<file path="config.mk">
export PLATFORM = sky130hd
export DESIGN_NAME = div_sequencer
export DESIGN_NICKNAME = d
export VERILOG_FILES = /design/src/rtl/div_sequencer.sv
export SDC_FILE = /design/constraint.sdc
export NUM_CORES = 1
export LEC_CHECK = 0
export ABC_AREA = 1
export CORE_AREA = 2 2 158 160
export DETAILED_ROUTE_END_ITERATION = 10
export DIE_AREA = 0 0 160 162
export PLACE_DENSITY = 0.67
export SYNTH_ARGS = -nofsm -noshare
export SYNTH_HDL_FRONTEND = slang
export SYNTH_SLANG_ARGS = --single-unit
</file>
<file path="constraint.sdc">
create_clock -name clk -period 5 [get_ports clk]
set_clock_uncertainty 0.2 [all_clocks]
set_input_delay 0.5 -clock clk [delete_from_list [all_inputs] [get_ports clk]]
set_output_delay 0.5 -clock clk [all_outputs]
set_load 0.05 [all_outputs]
</file>
<file path="src/rtl/div_sequencer.sv">
// Divider front-end: special cases and cache hits answer in the cycle after req, else the divider is launched and resp follows div_resp by one cycle.
// stall holds the pipeline while req is pending; flush kills the op, and a launched divide is drained before any relaunch.
module div_sequencer #(
    parameter int XLEN     = 32,
    parameter bit CACHE_EN = 1'b1
) (
    input  logic            clk,
    input  logic            rst,
    input  logic            req,
    input  logic [2:0]      req_funct3,
    input  logic [XLEN-1:0] req_a,
    input  logic [XLEN-1:0] req_b,
    input  logic            flush,
    output logic            stall,
    output logic            resp,
    output logic [XLEN-1:0] result,
    output logic            div_enable,
    output logic [2:0]      div_funct3,
    output logic [XLEN-1:0] div_a,
    output logic [XLEN-1:0] div_b,
    input  logic [XLEN-1:0] div_f,
    input  logic            div_resp
);

    typedef enum logic [2:0] {
        S_IDLE,
        S_ISSUE,
        S_WAIT,
        S_DRAIN,
        S_DONE
    } state_t;

    localparam logic [XLEN-1:0] INT_MIN = {1'b1, {(XLEN-1){1'b0}}};

    state_t          state_q;
    logic            resp_q;
    logic [XLEN-1:0] result_q;
    logic            en_q;
    logic [2:0]      f3_q;
    logic [XLEN-1:0] a_q;
    logic [XLEN-1:0] b_q;

    logic            cache_vld_q;
    logic [2:0]      cache_f3_q;
    logic [XLEN-1:0] cache_a_q;
    logic [XLEN-1:0] cache_b_q;
    logic [XLEN-1:0] cache_dat_q;

    logic            b_zero;
    logic            ovf;
    logic            special;
    logic [XLEN-1:0] special_res_d;
    logic            cache_hit;
    logic            accept;

    // funct3[0] = unsigned, funct3[1] = remainder
    always_comb begin
        b_zero        = (req_b == '0);
        ovf           = !req_funct3[0] && (req_a == INT_MIN) && (req_b == '1);
        special       = b_zero || ovf;
        special_res_d = '0;
        if (b_zero) begin
            special_res_d = req_funct3[1] ? req_a : '1;
        end else if (ovf) begin
            special_res_d = req_funct3[1] ? '0 : INT_MIN;
        end
        cache_hit = CACHE_EN && cache_vld_q && (cache_f3_q == req_funct3)
                    && (cache_a_q == req_a) && (cache_b_q == req_b);
        accept    = req && !flush && req_funct3[2];
    end

    always_ff @(posedge clk) begin
        if (rst) begin
            state_q     <= S_IDLE;
            resp_q      <= 1'b0;
            result_q    <= '0;
            en_q        <= 1'b0;
            f3_q        <= 3'b100;
            a_q         <= '0;
            b_q         <= '0;
            cache_vld_q <= 1'b0;
            cache_f3_q  <= 3'b100;
            cache_a_q   <= '0;
            cache_b_q   <= '0;
            cache_dat_q <= '0;
        end else begin
            en_q   <= 1'b0;
            resp_q <= 1'b0;
            case (state_q)
                S_IDLE: begin
                    if (accept) begin
                        if (special) begin
                            result_q <= special_res_d;
                            resp_q   <= 1'b1;
                            state_q  <= S_DONE;
                        end else if (cache_hit) begin
                            result_q <= cache_dat_q;
                            resp_q   <= 1'b1;
                            state_q  <= S_DONE;
                        end else begin
                            f3_q    <= req_funct3;
                            a_q     <= req_a;
                            b_q     <= req_b;
                            en_q    <= 1'b1;
                            state_q <= S_ISSUE;
                        end
                    end
                end
                S_ISSUE: begin
                    state_q <= flush ? S_DRAIN : S_WAIT;
                end
                S_WAIT: begin
                    if (div_resp) begin
                        // The divide finished, so the cache keeps it even when flushed.
                        if (CACHE_EN) begin
                            cache_vld_q <= 1'b1;
                            cache_f3_q  <= f3_q;
                            cache_a_q   <= a_q;
                            cache_b_q   <= b_q;
                            cache_dat_q <= div_f;
                        end
                        if (flush) begin
                            state_q <= S_IDLE;
                        end else begin
                            result_q <= div_f;
                            resp_q   <= 1'b1;
                            state_q  <= S_DONE;
                        end
                    end else if (flush) begin
                        state_q <= S_DRAIN;
                    end
                end
                S_DRAIN: begin
                    if (div_resp) begin
                        state_q <= S_IDLE;
                    end
                end
                S_DONE: begin
                    state_q <= S_IDLE;
                end
                default: begin
                    state_q <= S_IDLE;
                end
            endcase
        end
    end

    assign resp       = resp_q && !flush;
    assign stall      = req && !resp;
    assign result     = result_q;
    assign div_enable = en_q;
    assign div_funct3 = f3_q;
    assign div_a      = a_q;
    assign div_b      = b_q;

endmodule

</file>
==> metrics.cfg <==
[drt]
drtPass1Iterations=5
drc=0
drt_iter0_drc=584
postRouteAntennaNets=0
routed_wl_mm=30.8
wl_per_cell_um=15.1
num_vias=10200
drt-vias-per-instance=4.99

[critical_path]
crit_path_max_fanout=48
r2r_end=div_a[16]
critPathTopFamily=simple AND/OR/NAND/NOR gates
path_class=in -> reg
critPathBufInv=3
crit_path_cell_trace=clkdlybuf4s50_1 > nand4_1 > nor2_1 > and2_0 > nand3_2 > nand2_2 > inv_2 > nand3_4 > buf_12 > nand2_1 > nand2_1 > nor2_1
start_kind=primary input
rr_worst_depth=14
rr_startpoint=cache_a_q[8]
cp-end-kind=flip-flop
worstPathRequired_ps=5240
crit_slowest_cell=nand3_4
arrival_ps=3730
r2r_setup_slack_ps=1820
slowest_delay_ps=690

[yosys]
yosysUniqueCellTypes=31
syn-cell-area_um2=9970
synth_top_area_share_pct=41.0
yosys_warnings=0
ys_async_sr_fraction_pct=0
synth_seq_cells=204
postSynthCellCount=1543
synth_edf_count=0
synth_most_common_cell=nand2_1
synth_area_leaders=dfxtp_1 41%, nand2_1 15%, nor2_1 10%
avgSynthCellArea_um2=6.46
synth_seq_area_share_pct=41.0
synth_flop_cell=dfxtp_1
synth_top_cell_by_area=dfxtp_1
syn_nets=1647
yosys-top-cells-count=394 x nand2_1, 268 x nor2_1, 204 x dfxtp_1, 161 x a21oi_1, 158 x inv_1

[cells_and_area]
postLayoutCellArea_um2=12900
fin_nets=1802
areaGrowthSynthToFinish_pct=29.3
drive_gt1_share_pct=6.53
antennaDiodeCount=0
fill_cells=2386

[outcome]
status=finished clean

[global_route]
antenna_found_initial=1
grt_pass1_wl_mm=49.4
grt-ovfl-total=0
grt_pass1_vias=9468
grt_max_degree=87
track_usage_pct=23.0

[floorplan]
io_pins=206
die-area_um2=25900
die_height_um=162
die_width_um=160
rows=57
initial_core_util_pct=41.4
core_area_um2=24100

[place]
place_area_um2=12100
portBuffers=205
dp_hpwl_mm=21.4
place_congestion=0.805

[pwr]
power_density_nw_per_um2=300
peakVddDrop_v=0.000166
p_leak_nw=5.48

[clocking]
cts_resized=0
cts_buffers=23
cts_tree=built
ctsHoldBuffers=0
cts.sinks=204
ctsHtreeMaxLevel=1
root_buffer=clkbuf_16
clk_pin_slew_ps=60
post_cts_buffers=0
clk_latency_ps=520
clockBufferDepth=3

[hold_path]
holdPathEnd=cache_vld_q
min_path_cells=2
worstHoldStart=cache_vld_q
worst_hold_path_type=reg -> reg

[timing]
fin_crit_sh_pct=69.9
setup_viol=0
fmax_mhz=286
hold_violations=0
finalSetupTns_ps=0
worst_pin_slew_ps=955
rsz0062_at_grt=false
maxSlewHeadroom_pct=36.2
min_period_ps=3490
slew_viol_final=0

[flow_run]
maxCapViolations=0

[placed cells by master (no fill, tap or decap), types with 3 or more instances in the layout]
master           synthesis  layout
nand2_1                394     394
nor2_1                 268     267
dfxtp_1                204     204
clkdlybuf4s50_1          0     204
a21oi_1                161     161
inv_1                  158     157
o21ai_0                102     102
nand4_1                 62      62
nand3_1                 34      34
clkbuf_16                0      23
inv_2                   19      20
buf_4                    1      13
nand2_2                 11      11
a21oi_2                 10      10
clkbuf_8                 0       9
or2_2                    8       8
xnor2_1                  7       7
clkbuf_1                56       5
nand3_4                  2       3
clkinv_2                 0       3
[cells by family after synthesis]
| kind of cell | after synthesis | share of synthesized area, % |
|---|---|---|
| AOI/OAI and AO/OA | 275 | 14.3 |
| xor gates and xnor gates | 8 | 0.703 |
| buffers and inverters | 267 | 11.1 |
| DFF | 204 | 41.0 |
| and+or+nand+nor | 789 | 32.9 |
[where the power goes]
part / switching (W) / total [W] / internal (W)
Clock: 0.000690 / 0.00172 / 0.00103
Combinational: 0.000293 / 0.000471 / 0.000178
Sequential: 0.0000210 / 0.00168 / 0.00166
Total: 0.00100 / 0.00387 / 0.00287
[metrics by stage]
stage | std cells | setup slack, ps | hold slack, ps | power (W) | util [%]
2_1_floorplan | 1543 | 2670 | 230 | 0.00197 | -
3_3_place_gp | 1997 | 1090 | 246 | 0.00218 | 50.3
3_5_place_dp | 1997 | 1020 | 251 | 0.00218 | 50.3
4_1_cts | 2039 | 1540 | 260 | 0.00390 | 53.5
5_1_grt | 2039 | 1250 | 286 | 0.00401 | 53.5
6_report | 2039 | 1510 | 260 | 0.00387 | 53.5
[cell type report]
class / count / area (µm²) / area share (%)
clock buffer: 37 / 718 / 5.57
clock inverter: 5 / 53.8 / 0.417
inverter: 178 / 671 / 5.20
multi-input combinational: 1072 / 4790 / 37.2
sequential: 204 / 4080 / 31.7
tap: 324 / 405 / 3.14
timing repair buffer: 219 / 2160 / 16.8
[worst max path at each step]
stage,end,slack [ps],startpoint,cells past startpoint
after global routing,div_a[21],1250,req_funct3[1],16
after detailed placement,div_a[16],1020,req_b[28],12
after CTS,div_funct3[0],1540,req_b[28],12
after floorplan,stall,2670,flush,2
after global placement,div_a[21],1090,req_b[28],12
final,div_funct3[0],1510,req_b[28],12
[tightest hold or removal path, delay by kind of cell (launching register included)]
family,cells,cell delay (ps)
AOI/OAI and AO/OA,1,60
buffers and inverters,1,60
DFF,1,300
[per-layer routing]
metal  part of all wire, %  up-vias  wire length [µm]  global-route usage [%]
li1                      -     5164                 -                       -
met1                    46     4654             14100                    31.5
met2                    46      304             14000                    37.8
met3                   6.1       51              1890                    4.09
met4                   2.5        2               768                    6.06
met5                 0.042        -                13                       0
[registers in the layout, indices dropped and copies added, names as in the netlist]
signal	flops
cache_a_q	32
cache_b_q	32
cache_dat_q	32
cache_f3_q	3
cache_vld_q	1
div_a	32
div_b	32
div_enable	1
div_funct3	3
resp_q	1
result	32
state_q	3
Note: power is estimated with default switching activity, not from simulation.
